`src/rtl/alu_operand_stage.sv`:
```
// -----------------------------------------------------------------------------
// alu_operand_stage
//   ID/EX operand pipeline register. Resolves forwarding and source selection
//   for ALU operands A and B plus store data, then registers them for the EX
//   stage. Supports stall hold, flush bubble insertion, a valid bit, a sticky
//   reserved-select error flag and a saturating bubble counter.
//
//   Optional feature macro: ALU_OPB_UIMM_EN
//     defined   : ALUSrcB=3 selects the U-immediate {imm, zeros}
//     undefined : ALUSrcB=3 is reserved, falls back to fwdB and flags sel_err
//
// Ports
//   clk, rst            clock, asynchronous active-high reset
//   stall, flush        hold all registers / insert bubble (flush wins)
//   in_valid            decode presents a valid instruction
//   ForwardA, ForwardB  forward selects (0 regfile, 1 memwb, 2 exmem, 3 rsvd)
//   ALUSrcA             0 fwdA, 1 pc, 2 zero, 3 rsvd
//   ALUSrcB             0 fwdB, 1 sext(imm), 2 const 4, 3 U-imm or rsvd
//   rs1_data, rs2_data  register file read data
//   exmem_result        EX/MEM ALU result
//   memwb_result        MEM/WB writeback value
//   imm, pc             raw immediate, PC of decoding instruction
//   op_a, op_b          registered ALU operands
//   store_data          registered fwdB value
//   out_valid           registered valid for EX
//   sel_err             sticky reserved-select flag
//   bubble_cnt          saturating flush bubble count
// -----------------------------------------------------------------------------
module alu_operand_stage #(
  parameter int XLEN  = 32,
  parameter int IMM_W = 12,
  parameter int CNT_W = 8
) (
  input  logic             clk,
  input  logic             rst,
  input  logic             stall,
  input  logic             flush,
  input  logic             in_valid,
  input  logic [1:0]       ForwardA,
  input  logic [1:0]       ForwardB,
  input  logic [1:0]       ALUSrcA,
  input  logic [1:0]       ALUSrcB,
  input  logic [XLEN-1:0]  rs1_data,
  input  logic [XLEN-1:0]  rs2_data,
  input  logic [XLEN-1:0]  exmem_result,
  input  logic [XLEN-1:0]  memwb_result,
  input  logic [IMM_W-1:0] imm,
  input  logic [XLEN-1:0]  pc,
  output logic [XLEN-1:0]  op_a,
  output logic [XLEN-1:0]  op_b,
  output logic [XLEN-1:0]  store_data,
  output logic             out_valid,
  output logic             sel_err,
  output logic [CNT_W-1:0] bubble_cnt
);

  logic [XLEN-1:0] fwd_a;
  logic [XLEN-1:0] fwd_b;
  logic [XLEN-1:0] src_a;
  logic [XLEN-1:0] src_b;
  logic [XLEN-1:0] imm_sext;
  logic            src_b_rsvd;
  logic            rsvd_seen;

  assign imm_sext = {{(XLEN-IMM_W){imm[IMM_W-1]}}, imm};

  always_comb begin
    fwd_a = rs1_data;
    case (ForwardA)
      2'd1:    fwd_a = memwb_result;
      2'd2:    fwd_a = exmem_result;
      default: fwd_a = rs1_data;
    endcase
  end

  always_comb begin
    fwd_b = rs2_data;
    case (ForwardB)
      2'd1:    fwd_b = memwb_result;
      2'd2:    fwd_b = exmem_result;
      default: fwd_b = rs2_data;
    endcase
  end

  always_comb begin
    src_a = fwd_a;
    case (ALUSrcA)
      2'd1:    src_a = pc;
      2'd2:    src_a = '0;
      default: src_a = fwd_a;
    endcase
  end

`ifdef ALU_OPB_UIMM_EN
  assign src_b_rsvd = 1'b0;
`else
  assign src_b_rsvd = (ALUSrcB == 2'd3);
`endif

  always_comb begin
    src_b = fwd_b;
    case (ALUSrcB)
      2'd1: src_b = imm_sext;
      2'd2: src_b = XLEN'(4);
`ifdef ALU_OPB_UIMM_EN
      2'd3: src_b = {imm, {(XLEN-IMM_W){1'b0}}};
`else
      2'd3: src_b = fwd_b;
`endif
      default: src_b = fwd_b;
    endcase
  end

  // Only a valid instruction can raise the error; bubbles carry junk selects.
  assign rsvd_seen = in_valid &&
                     ((ForwardA == 2'd3) || (ForwardB == 2'd3) ||
                      (ALUSrcA == 2'd3) || src_b_rsvd);

  always_ff @(posedge clk or posedge rst) begin
    if (rst) begin
      op_a       <= '0;
      op_b       <= '0;
      store_data <= '0;
      out_valid  <= 1'b0;
      sel_err    <= 1'b0;
      bubble_cnt <= '0;
    end else if (flush) begin
      op_a       <= '0;
      op_b       <= '0;
      store_data <= '0;
      out_valid  <= 1'b0;
      if (bubble_cnt != {CNT_W{1'b1}})
        bubble_cnt <= bubble_cnt + CNT_W'(1);
    end else if (!stall) begin
      op_a       <= src_a;
      op_b       <= src_b;
      store_data <= fwd_b;
      out_valid  <= in_valid;
      if (rsvd_seen)
        sel_err <= 1'b1;
    end
  end

endmodule

```
`config.mk`:
```
export PLATFORM = sky130hd
export DESIGN_NAME = alu_operand_stage
export DESIGN_NICKNAME = d
export VERILOG_FILES = /design/src/rtl/alu_operand_stage.sv
export SDC_FILE = /design/constraint.sdc
export NUM_CORES = 1
export LEC_CHECK = 0
export BUFFER_PORTS_ARGS = -buffer_cell sky130_fd_sc_hd__buf_2
export CORE_ASPECT_RATIO = 1.25
export CORE_UTILIZATION = 47
export CTS_CLUSTER_SIZE = 40
export DETAILED_ROUTE_END_ITERATION = 16
export PLACE_DENSITY = 0.81
export SETUP_SLACK_MARGIN = 0.1
export SLEW_MARGIN = 20
export SYNTH_ARGS = -nofsm -noshare
export SYNTH_HDL_FRONTEND = slang
export SYNTH_SLANG_ARGS = --single-unit
```
`constraint.sdc`:
```
create_clock -name clk -period 4.4 [get_ports clk]
set_input_delay 0.44 -clock clk [delete_from_list [all_inputs] [get_ports clk]]
set_output_delay 0.44 -clock clk [all_outputs]
set_load 0.01 [all_outputs]
```
# After elaboration in Yosys (flattened, before gate mapping)
# Cells that the tools add are included.
# classes
addsub,1
eq_ne,14
muxes,12
bitwise_logic,2
reduce_logical,6
# ops
cell,n
$pmux 32 s2,4
$mux 32,6
$eq 2x2->1 const B,8
$add 8x1->8 const B,1
$eq 2x1->1 const B,4
$ne 8x8->1 const B,1
$logic_or 1x1->1,3
$reduce_and 3->1,1
$mux 1,2
$ne 2x1->1 const B,1
$not 1->1,2
$reduce_and 2->1,1
$logic_and 1x1->1,1
# word_totals
register_bits,106
input_bits,185
out_inout_bits,106
wordCells,41

# Longest topological paths before layout
# logic_depth
word_depth,6
depth_mapped,7
ltp_nobuf,5

# Least setup slack after synthesis
# No wires, ideal clock.
# synth_timing
path_type,input to register
from,input port ForwardB[0]
to,register op_b[21]
setup_ps,121
arrival_ps,1636
required_time_ps,4279
slack_ps,2643
stages,7
n_path_buf,2
path_cell_list,inv_1 ha_1 buf_2 and2_1 clkbuf_1 a22oi_1 a22o_1
# synth_via
elab_chain_cells,5
word_cells_on_any_way,6
classes_between,2 x eq/ne; 4 x mux
# synth_lines
element,line_no,source
start: declaration,40,"input logic [1:0] ForwardB,"
$eq 2x2->1 / $eq 2x1->1 (equally long branches),78,case (ForwardB)
$pmux 32 s2 *,78,
$pmux 32 s2 *,102,case (ALUSrcB)
$mux 32 *,134,end else if (!stall) begin
$mux 32 *,127,end else if (flush) begin
end signal: assignment,136,op_b <= src_b;
end: declaration,50,"output logic [XLEN-1:0] op_b,"
# Mark *: on every way between the ends. The rest lies on a longest branch, timed or not. The select of a mux whose other input is x is not followed.
# A chain may end at the register's enable or synchronous reset.

# Final worst setup path
# layout_timing
from,input port ForwardB[0]
to,register op_b[1]
# The elaborated chain is that of the path after synthesis.

==> impl_metrics.tcl <==
set metrics [dict create \
    critPathMaxFanout 39 \
    crit_end "op_b[1]" \
    start_kind "input pin" \
    antenna_left 0 \
    async_flop_share_pct 100 \
    numPortBuffers 290 \
    syn_avg_cell_area_um2 9.89 \
    drt_first_pass_iters 5 \
    die_w_um 103 \
    ys_ff_latch 106 \
    dp_hpwl_um 16200 \
    maxCapViolations 0 \
    start_util_pct 49.0 \
    holdBufCountCts 0 \
    path_class "in2reg" \
    drcViolationCount 0 \
    drive_gt1_share_pct 38.4 \
    post-cts-setup-buffer-count 0 \
    power.density_mw_per_mm2 348 \
    finalPower_mw 2.74 \
    finalWirelength_um 22000 \
    critPathRequiredTime_ps 4630 \
    io_pins 291 \
    clk_latency_ps 350 \
    arrival_ps 2590 \
    grt_max_degree 81 \
    gp_congestion 0.920 \
    reg2reg_from "bubble_cnt[0]" \
    syn_nets 808 \
    ir_drop_mv 0.205 \
    synth_top_area_share_pct 43.9 \
    final_common_cell "buf_2" \
    grt_pass1_vias 6048 \
    die_area_mm2 0.0133 \
    htreeDepth 3 \
    syn2layout_area_growth_pct 30.0 \
    tightest_slew_ps 1000 \
    ff2ff_path_depth 4 \
    design.core.area_mm2 0.0123 \
    fp.dieH_um 129 \
    reg2reg_slack_ps 2750 \
    cts.sinks 106 \
    final_cell_mix "290 x buf_2, 106 x dfrtp_1, 54 x nor2b_1, 52 x a22o_1, 50 x a22oi_1" \
    slew_viol_final 0 \
    synth_sequential_area_ratio_pct 43.9 \
    tns_ps 0 \
    relSlewSlack_pct 33.2 \
    vias_per_cell 6.09 \
    dr_total_vias 6281 \
    n_antenna_cell 0 \
    hp-class "in2async" \
    clock.fmax_ghz 0.424 \
    cts_root_buffer "clkbuf_16" \
    fin_crit_sh_pct 53.5 \
    grt-ovfl-total 0 \
    rsz0062_at_grt "no" \
    cts_tree "done" \
    synth-edff-count 0 \
    grt_pass1_wl_um 32800 \
    cts_resized 0 \
    grt_antenna_before_repair 0 \
    row_count 45 \
    endpoint_kind "flip-flop" \
    synth_cell_types 41 \
    leakage_nw 4.06 \
    nets 1060 \
    hold_violations 0 \
    drt_iter0_drc 429 \
    r2r_end "bubble_cnt[1]" \
    status "completed" \
    synth_top_area_cell "dfrtp_1" \
    yosys-top-cells-area "dfrtp_1 44%, a22o_1 7.5%, a221oi_1 6.4%" \
    critPathLaunch "ForwardB[0]" \
    syn_area_mm2 0.00605 \
    grt.total_usage_pct 33.3 \
    synth_top_flop_cell "dfrtp_1" \
    clk_pin_slew_ps 70 \
    clockBufferDepth 2 \
    min_period_ps 2360 \
    cts_buffers 9 \
    synth_cells 611 \
    wl_per_cell_um 21.3 \
    yosysWarnings 0 \
    finalSetupViolCount 0 \
    skew_ps 2.01 \
]
==> worst min-delay path by stage <==
stage	from	endpoint	slack (ps)	depth (start not counted)
2_1_floorplan	sel_err	sel_err	510	1
3_3_place_gp	sel_err	sel_err	450	1
3_5_place_dp	sel_err	sel_err	480	1
4_1_cts	pc[8]	op_a[8]	310	2
5_1_grt	rst	bubble_cnt[0]	290	2
6_report	rst	bubble_cnt[6]	210	2
==> metal layers <==
layer,share of wire [%],track usage (%),vias up
li1,-,-,2831
met1,37,40.3,2995
met2,49,55.6,385
met3,8.6,5.59,70
met4,5.1,18.5,0
met5,0,0,-
==> state kept, by name, summed over array words and instances (netlist names) <==
| register | cells |
|---|---|
| bubble_cnt | 8 |
| op_a | 32 |
| op_b | 32 |
| out_valid | 1 |
| sel_err | 1 |
| store_data | 32 |
==> layout make-up <==
type | instances | area, um2
fillers | 1065 | 4470
well taps | 164 | 205
clock inverters | 5 | 61.3
clock buffers | 11 | 253
flip-flops and latches | 106 | 2650
inverters | 39 | 151
repair buffers | 302 | 1540
multi-input cells | 405 | 3000
==> cells by family after synthesis <==
logic type	share of synthesized area [%]
buffers and inverters	6.91
XOR/XNOR	0.145
AND/OR/NAND/NOR	13.7
adder cells (fa/ha/maj)	2.48
AO/OA/AOI/OAI	30.5
flip-flops	43.9
multiplexers	2.36
==> per-stage QoR <==
step | hold slack [ps] | instances | cell area (um2) | util [%] | worst slack [ps]
floorplan | 512 | 611 | 6050 | - | 1170
global placement | 447 | 1016 | 7540 | 61.2 | 1810
detailed placement | 483 | 1016 | 7540 | 61.2 | 1720
CTS | 314 | 1032 | 7860 | 63.7 | 2070
global route | 293 | 1032 | 7860 | 63.8 | 1940
finish | 212 | 1032 | 7860 | 63.8 | 2040
==> power by group <==
group	total [mW]	internal, mW	leakage, nW	switching [mW]
clock	0.855	0.476	0.150	0.379
sequential	1.16	1.07	1.41	0.0846
combinational	0.727	0.315	2.50	0.412
total	2.74	1.86	4.06	0.876
==> worst max-delay path, cell delays in order <==
cell and delay [ps]:
buf_2 110, inv_1 50, ha_2 380, buf_4 320
nor2b_2 450, buf_4 360, a21oi_1 130, a221oi_1 320
==> synth_stat cells (15+ instances only) <==
master and count:
dfrtp_1 106, nor2b_1 56, a22o_1 52, a22oi_1 50, a221oi_1 44, clkbuf_1 39
inv_1 39, a221o_1 32, o21ai_0 32, nor3_1 27, nand2_1 26, a21oi_1 15
buf_2 15
Power figures use the tool's default switching activity.
